File: src/rtl/lcg_stim_pkg.sv
// Shared types and constants for the LCG stimulus generator.
// Holds the mode/state encodings, the harness LCG constants and the
// word-count helper used to size the vector assembly path.
package lcg_stim_pkg;

  typedef enum logic [1:0] {
    MODE_RANDOM     = 2'd0,
    MODE_INCR       = 2'd1,
    MODE_WALK1      = 2'd2,
    MODE_RANDOM_ALT = 2'd3   // behaves exactly like MODE_RANDOM
  } mode_e;

  typedef enum logic [1:0] {
    IDLE    = 2'd0,
    GEN     = 2'd1,
    PRESENT = 2'd2,
    DONE    = 2'd3
  } state_e;

  localparam logic [31:0] LCG_SEED_DEF = 32'd362960400;
  localparam logic [31:0] LCG_MULT_DEF = 32'h41C64E6D;
  localparam logic [31:0] LCG_INC_DEF  = 32'h00003039;

  // Number of 32-bit words needed to cover a w-bit vector.
  function automatic int unsigned nwords(input int unsigned w);
    return (w + 31) / 32;
  endfunction

  // One LCG step, arithmetic modulo 2^32.
  function automatic logic [31:0] lcg_next(input logic [31:0] x,
                                           input logic [31:0] mult = LCG_MULT_DEF,
                                           input logic [31:0] inc  = LCG_INC_DEF);
    return x * mult + inc;
  endfunction

endpackage

File: src/rtl/lcg_core.sv
// 32-bit LCG state register; zero latency from state to nxt, one step per advance.
// No handshake: the caller decides when to load or advance.
// Ports: clk, rst (async high) | load + seed_in replace the state | advance steps it |
//        nxt is the value the state takes on the next advance.
module lcg_core
  import lcg_stim_pkg::*;
#(
  parameter logic [31:0] SEED = LCG_SEED_DEF,
  parameter logic [31:0] MULT = LCG_MULT_DEF,
  parameter logic [31:0] INC  = LCG_INC_DEF
) (
  input  logic        clk,
  input  logic        rst,
  input  logic        load,
  input  logic [31:0] seed_in,
  input  logic        advance,
  output logic [31:0] nxt
);

  logic [31:0] x;

  assign nxt = lcg_next(x, MULT, INC);

  // load wins over advance; the top never asserts both together.
  always_ff @(posedge clk or posedge rst) begin
    if (rst) begin
      x <= SEED;
    end else if (load) begin
      x <= seed_in;
    end else if (advance) begin
      x <= nxt;
    end
  end

endmodule

File: src/rtl/lcg_stim_gen.sv
// Stimulus source: RANDOM (LCG), INCR and WALK1 vectors of OUT_W bits.
// Latency: NWORDS cycles to build a vector, then held until taken; max one vector per NWORDS+1 cycles.
// Backpressure: stim_data/stim_valid hold stable while stim_ready is low; nothing is generated meanwhile.
// Ports: clk, rst (async high) | seed_load/seed_in, mode, num_vec, start, stop (run control) |
//        stim_data/stim_valid/stim_ready (vector handshake) | busy, done, vec_count (status).
module lcg_stim_gen
  import lcg_stim_pkg::*;
#(
  parameter int unsigned OUT_W = 139,
  parameter logic [31:0] SEED  = LCG_SEED_DEF,
  parameter logic [31:0] MULT  = LCG_MULT_DEF,
  parameter logic [31:0] INC   = LCG_INC_DEF,
  parameter int unsigned CNT_W = 32
) (
  input  logic             clk,
  input  logic             rst,
  input  logic             seed_load,
  input  logic [31:0]      seed_in,
  input  logic [1:0]       mode,
  input  logic [CNT_W-1:0] num_vec,
  input  logic             start,
  input  logic             stop,
  output logic [OUT_W-1:0] stim_data,
  output logic             stim_valid,
  input  logic             stim_ready,
  output logic             busy,
  output logic             done,
  output logic [CNT_W-1:0] vec_count
);

  localparam int unsigned NW    = nwords(OUT_W);
  localparam int unsigned ASM_W = NW * 32;
  localparam int unsigned WI_W  = (NW > 1) ? $clog2(NW) : 1;
  localparam int unsigned IDX_W = (OUT_W > 1) ? $clog2(OUT_W) : 1;
  localparam logic [WI_W-1:0] LAST_WORD = WI_W'(NW - 1);

  state_e           state;
  logic [WI_W-1:0]  word_idx;
  logic [ASM_W-1:0] asm_q;
  logic [ASM_W-1:0] asm_next;
  mode_e            mode_q;
  logic [CNT_W-1:0] num_vec_q;

  logic [31:0]      lcg_nxt;
  logic             lcg_load;
  logic             lcg_adv;
  logic             is_random;
  logic [31:0]      gen_word;
  logic [ASM_W-1:0] incr_vec;
  logic [ASM_W-1:0] walk_vec;
  logic [IDX_W-1:0] walk_idx;
  logic [CNT_W-1:0] count_inc;

  assign is_random = (mode_q != MODE_INCR) && (mode_q != MODE_WALK1);
  assign lcg_load  = seed_load && ((state == IDLE) || (state == DONE));
  // A stop cycle must not consume an LCG value.
  assign lcg_adv   = (state == GEN) && !stop && is_random;
  assign busy      = (state == GEN) || (state == PRESENT);
  assign count_inc = vec_count + CNT_W'(1);

  lcg_core #(
    .SEED (SEED),
    .MULT (MULT),
    .INC  (INC)
  ) u_lcg (
    .clk     (clk),
    .rst     (rst),
    .load    (lcg_load),
    .seed_in (seed_in),
    .advance (lcg_adv),
    .nxt     (lcg_nxt)
  );

  // INCR and WALK1 are derived from the count of vectors already transferred.
  assign incr_vec = ASM_W'(vec_count);
  assign walk_idx = IDX_W'(vec_count % CNT_W'(OUT_W));
  assign walk_vec = ASM_W'(1) << walk_idx;

  always_comb begin
    gen_word = lcg_nxt;
    case (mode_q)
      MODE_INCR:  gen_word = incr_vec[32*int'(word_idx) +: 32];
      MODE_WALK1: gen_word = walk_vec[32*int'(word_idx) +: 32];
      default:    gen_word = lcg_nxt;
    endcase
  end

  // Merge the word being generated this cycle so the last word can go
  // straight into stim_data without an extra cycle.
  always_comb begin
    asm_next = asm_q;
    asm_next[32*int'(word_idx) +: 32] = gen_word;
  end

  always_ff @(posedge clk or posedge rst) begin
    if (rst) begin
      state      <= IDLE;
      word_idx   <= '0;
      asm_q      <= '0;
      stim_data  <= '0;
      stim_valid <= 1'b0;
      done       <= 1'b0;
      vec_count  <= '0;
      mode_q     <= MODE_RANDOM;
      num_vec_q  <= '0;
    end else begin
      case (state)
        IDLE, DONE: begin
          if (start) begin
            state     <= GEN;
            word_idx  <= '0;
            mode_q    <= mode_e'(mode);
            num_vec_q <= num_vec;
            vec_count <= '0;
            done      <= 1'b0;
          end
        end
        GEN: begin
          if (stop) begin
            state <= IDLE;
          end else begin
            asm_q <= asm_next;
            if (word_idx == LAST_WORD) begin
              stim_data  <= asm_next[OUT_W-1:0];
              stim_valid <= 1'b1;
              state      <= PRESENT;
            end else begin
              word_idx <= word_idx + WI_W'(1);
            end
          end
        end
        PRESENT: begin
          // stop outranks a same-cycle transfer: the vector is dropped uncounted.
          if (stop) begin
            state      <= IDLE;
            stim_valid <= 1'b0;
          end else if (stim_ready) begin
            vec_count  <= count_inc;
            stim_valid <= 1'b0;
            if ((num_vec_q != '0) && (count_inc == num_vec_q)) begin
              state <= DONE;
              done  <= 1'b1;
            end else begin
              state    <= GEN;
              word_idx <= '0;
            end
          end
        end
        default: state <= IDLE;
      endcase
    end
  end

endmodule
File: config.mk
export PLATFORM = sky130hd
export DESIGN_NAME = lcg_stim_gen
export DESIGN_NICKNAME = d
export VERILOG_FILES = /design/src/rtl/lcg_stim_pkg.sv /design/src/rtl/lcg_core.sv /design/src/rtl/lcg_stim_gen.sv
export SDC_FILE = /design/constraint.sdc
export NUM_CORES = 2
export LEC_CHECK = 0
export ABC_AREA = 1
export BUFFER_PORTS_ARGS = -buffer_cell sky130_fd_sc_hd__clkbuf_2
export CORE_MARGIN = 2
export CORE_UTILIZATION = 40
export DETAILED_ROUTE_END_ITERATION = 8
export GPL_TIMING_DRIVEN = 1
export PLACE_DENSITY = 0.58
export REMOVE_ABC_BUFFERS = 1
export SYNTH_ARGS = -nofsm -noshare
export SYNTH_HDL_FRONTEND = slang
export SYNTH_SLANG_ARGS = --single-unit
File: constraint.sdc
create_clock -name clk -period 24.1 [get_ports clk]
set_input_delay 4.82 -clock clk [delete_from_list [all_inputs] [get_ports clk]]
set_output_delay 4.82 -clock clk [all_outputs]
set_load 0.02 [all_outputs]
Word level (Yosys, flattened, before mapping). Index checks and enable logic that the tools add are counted.

Equal/unequal tests: 19. Bitwise operators: 1. Reductions and logical operators: 22. Shift-type cells: 5. Divide/modulo/power cells: 1. Add/subtract/negate cells: 4. Multiplexer cells: 32. Multipliers: 1.

Operator list (count): $shiftx A160 B9 Y32 (2); $bwmux W160 (1); $mux W32 (5); $shift A32 B33 Y160 const A (1); $shiftx A32 B33 Y160 (1); $shl A1 B8 Y160 const A (1); $pmux W32 S2 (2); $neg A8 Y33 (1); $add A32 B1 Y32 const B (1); $add A32 B14 Y32 const B (1); $eq A32 B32 Y1 (1); $mod A32 B8 Y32 const B (1); $mul A32 B31 Y32 const B (1); $reduce_bool A32 Y1 (1); $mux W3 (6); $ne A2 B2 Y1 const B (7); $mux W2 (6); $pmux W3 S3 (1); $mux W1 (8); $reduce_and A4 Y1 (2); $eq A2 B2 Y1 const B (3); $ne A2 B1 Y1 const B (3); $pmux W2 S3 (1); $reduce_and A3 Y1 (2); 16 further kinds (26).

Input bits: 72. Output and inout port bits: 174. Register bits after elaboration: 404.

Depth between registers and ports, before layout.
Depth after elaboration: 7. Mapped depth: 199. Mapped depth without buffers: 194.

By module. From an unflattened synthesis, not the netlist that was laid out.

Cell total of the unflattened synthesis: 5256. Area, all modules: 39650.5 µm².

By module, submodules not included: lcg_stim_gen (times used 1, cells each 3895, area an instance 28421.0 µm²); lcg_core (times used 1, cells each 1361, area an instance 11229.5 µm²).

Worst setup path before layout. Ideal clock, no wire load.

Path kind: register to register. Start point: register vec_count[25]. End point: register asm_q[49]. Setup time: 0.065 ns. Buffers on the path: 8. Required time: 24.035 ns. Arrival: 17.464 ns. Path slack: 6.571 ns. Cell stages (with the launch flop): 179. Path through: dfrtp_1 > nand2_1 > nand2_2 > nand2_4 > nand2_4 > nand2_2 > o21ai_2 > inv_1 > nor2_2 > nand2_2 > nand2_4 > nand2_4 > nand2_2 > nand3_2 > nand2_2 > nand2_2 > nand2_2 > nand2_4 > [... 143 more ...] > nand3_1 > nand2_2 > nand3_1 > nand2_2 > buf_6 > nand3_1 > nand3_1 > nand2_2 > nor2_4 > buf_6 > nand2_2 > nand2_1 > nand2_2 > nand2_2 > nand3_1 > nand2_1 > nand2_1 > nand2_1.

Longest elaborated chain between the ends: 6. Elaborated cells between the ends (all ways): 7. Those cells by class: 1 x div; 4 x shift; 2 x mux.

RTL lines: start: declaration (line lcg_stim_gen.sv:28) `output logic [CNT_W-1:0] vec_count`; start signal: assignment (line lcg_stim_gen.sv:138) `vec_count <= count_inc;`; $mod A32 B8 Y32 (line lcg_stim_gen.sv:76) `assign walk_idx = IDX_W'(vec_count % CNT_W'(OUT_W));`; $shl A1 B8 Y160 (line lcg_stim_gen.sv:77) `assign walk_vec = ASM_W'(1) << walk_idx;`; $shiftx A160 B9 Y32 (line lcg_stim_gen.sv:83) `MODE_WALK1: gen_word = walk_vec[32*int'(word_idx) +: 32];`; $pmux W32 S2 * (line lcg_stim_gen.sv:81) `case (mode_q)`; $shiftx A32 B33 Y160 * (line lcg_stim_gen.sv:92) `asm_next[32*int'(word_idx) +: 32] = gen_word;`; $bwmux W160 * (line lcg_stim_gen.sv:92); end signal: assignment (line lcg_stim_gen.sv:122) `asm_q <= asm_next;`; end: declaration (line lcg_stim_gen.sv:39) `logic [ASM_W-1:0] asm_q;`.

Mark *: on every way between the ends. The rest lies on a longest branch, timed or not. A chain may end at the register's enable or synchronous reset.

Final worst setup path.
Start point: register vec_count[25]. End point: register stim_data[80].

Longest elaborated chain between the ends: 6. Elaborated cells between the ends (all ways): 7. Those cells by class: 1 x div; 4 x shift; 2 x mux.

RTL lines: $mod A32 B8 Y32 (line lcg_stim_gen.sv:76); $shl A1 B8 Y160 (line lcg_stim_gen.sv:77); $shiftx A160 B9 Y32 (line lcg_stim_gen.sv:83); $pmux W32 S2 * (line lcg_stim_gen.sv:81); $shiftx A32 B33 Y160 * (line lcg_stim_gen.sv:92); $bwmux W160 * (line lcg_stim_gen.sv:92); end signal: assignment (line lcg_stim_gen.sv:124) `stim_data <= asm_next[OUT_W-1:0];`; end: declaration (line lcg_stim_gen.sv:23) `output logic [OUT_W-1:0] stim_data,`.

Marked as above.

==> flow_summary.ini <==
[outcome]
status = complete, no violations

[setup_path]
cp_slowest_cell = dfrtp_1
endpoint_kind = flop
rrSetupSlack_ps = 2660
critPathTopFamily = simple AND/OR/NAND/NOR gates
critPathMaxStageDelay_ps = 440
required_ps = 24640
crit_fanout = 32
r2r_end = stim_data[80]
cp.buffers_inverters = 11
r2r-start = vec_count[25]
crit_top_cell = nand2_2
worst_ep_arrival_time_ps = 21980
crit_type = reg2reg
worstSetupStartpointType = flop
rr_worst_depth = 162

[finish]
regArea_um2 = 9600
finalNetCount = 5402
diodes = 0
area_delta_synth_final_pct = 8.52
layout-drive-gt1-share_pct = 20.0
n_fill_cell = 9251
multi_input_area_um2 = 22800

[sta]
timing.final.crit_share_pct = 89.0
setup_viol = 0
clock_skew_ps = 40.7
period_minus_slack_ps = 21440
max_freq_ghz = 0.0466
hold_violations = 0
rsz0062_at_grt = no
tns_ps = 0
maxSlewViolCount = 0
relSlewSlack_pct = 25.8
tightest_slew_ps = 1110

[die]
io_pins = 246
start_util_pct = 40.4
die_area_um2 = 93500
num_rows = 110
coreArea_um2 = 90100
dieHeight_um = 306
die_w_um = 306

[placed_design]
dp_hpwl_um = 83100
io_buffers = 245
place.gp.congestion = 0.903

[logic_synthesis]
post-synth-top-count-cell = nand2_1
yosys-top-cells-count = nand2_1 (1,340), inv_1 (609), nand3_1 (375)
synth_seq_cells = 383
yosys.area.top_type = dfrtp_1
synth_area_per_cell_um2 = 7.68
ys_warn_count = 0
synth_cells = 4741
ys.flop_type = dfrtp_1
ys_types = 63
seq_area_frac_synth_pct = 26.3
yosysTopAreaCellShare_pct = 25.6
synth_edf_count = 0
synthArstFlopShare_pct = 100
synth_top_cells_by_area = dfrtp_1 (26%), nand2_1 (14%), fa_1 (11%)
syn-cell-area_um2 = 36400

[clocking]
clock-root-buffer = clkbuf_16
clk_pin_slew_ps = 70
cts_buffers = 46
clk-insertion-delay-late_ps = 620
cts_setup_buffers = 0
cts_tree = built
htreeDepth = 2
clock-sinks = 383
clock_path_buffers = 3

[hold_path]
hold_start = asm_q[62]
hp-class = reg2reg
holdPathEnd = asm_q[62]
holdPathStages = 2

[run]
max_cap_violations = 0

[grt]
grt_pass1_wl_um = 172000
antenna_found_initial = 0
track_usage_pct = 23.3
grt_max_degree = 140
grt_pass1_vias = 30200
overflow = 0

[route]
vias = 31000
drt_pass1_iterations = 6
drc = 0
avgRoutedWirePerCell_um = 17.7
via_per_inst = 5.05
drt_iter0_drc = 2502
drt_wl_total_um = 109000
drtAntennaViolNets = 0
[worst reg2reg max path: cells and delay by family (launching register included)]
family | cells | cell delay [ps]
and+or+nand+nor | 135 | 16150
AOI/OAI and AO/OA | 12 | 2570
buffers and inverters | 11 | 980
xor gates and xnor gates | 2 | 820
DFF | 1 | 440
adders and majority gates | 2 | 380
[metrics by stage]
stage / util [%] / cells / setup slack [ps] / hold slack, ps / cell area [µm²]
floorplan: - / 4599 / 5270 / 449 / 35000
global placement: 42.1 / 6048 / 3120 / 461 / 37900
detailed placement: 42.1 / 6048 / 2580 / 465 / 37900
CTS: 43.8 / 6133 / 2540 / 481 / 39500
global route: 43.9 / 6134 / 42.9 / 495 / 39500
finish: 43.9 / 6134 / 2660 / 476 / 39500
[worst max-delay path by stage]
stage / startpoint / endpoint / slack [ps] / cells past startpoint
after detailed placement: vec_count[25] / stim_data[62] / 2580 / 163
final: vec_count[25] / stim_data[80] / 2660 / 162
after floorplan: vec_count[25] / asm_q[119] / 5270 / 171
after CTS: vec_count[25] / stim_data[62] / 2540 / 160
after global placement: vec_count[25] / stim_data[62] / 3120 / 162
after global routing: vec_count[25] / asm_q[119] / 40 / 163
[cell usage in the layout (no fill, tap or decap), types with 4 or more instances in the layout]
cell type and n:
nand2_1 1339, inv_1 608, nand3_1 375, dfrtp_1 372, nand2_2 315, clkbuf_2 245
nor2_1 243, ha_1 213, fa_1 195, a21oi_1 133, xor2_1 123, o21ai_1 101
nand2_4 78, inv_2 46, clkbuf_16 46, nor2_2 42, xnor2_1 41, nand3_2 36
o21ai_0 34, o22ai_1 31, nand4_1 30, a31oi_1 30, buf_4 27, o211ai_1 26
nor3_1 22, o21ai_2 21, mux2_2 18, a21oi_2 17, nor2_4 16, nor4_1 13
clkbuf_8 13, dfstp_2 11, clkinv_2 9, clkinv_1 8, clkbuf_1 7, inv_4 6
nand3_4 6, or2_2 5, nand3b_1 4, inv_6 4
[state kept, by name (all words and copies together), names as in the netlist]
register    flops
done            1
u_lcg.x        32
asm_q         139
num_vec_q      32
word_idx        3
mode_q          2
stim_valid      1
stim_data     139
state           2
vec_count      32
[cells by family after synthesis]
kind of cell,share of synthesized area (%)
buf+inv,11.1
mux,0.556
flops,26.3
fa+ha+maj,18.1
xor+xnor,4.08
simple gates,33.2
compound gates,6.67
[layer usage]
metal,track usage [%],routed length (µm),vias up
li1,-,-,15200
met2,36.7,48800,815
met4,6.21,2930,0
met3,3.54,6680,134
met1,33.3,50200,14800
met5,0,0,-
[cell type report]
class	instances	share of cell area [%]
clock inverters	19	0.570
flip-flops and latches	383	24.3
inverters	677	6.57
multi-input cells	3540	57.8
repair buffers	273	3.66
well taps	1176	3.72
clock buffers	66	3.43
[repair_timing]
action                                  CTS  global route
gates resized for setup                   0             2
hold buffers                              0             0
endpoints found under the setup margin    0           179
Power is left out: the tool's default activity adds up to more than one toggle a clock period on the data nets, which glitch-free logic cannot reach.
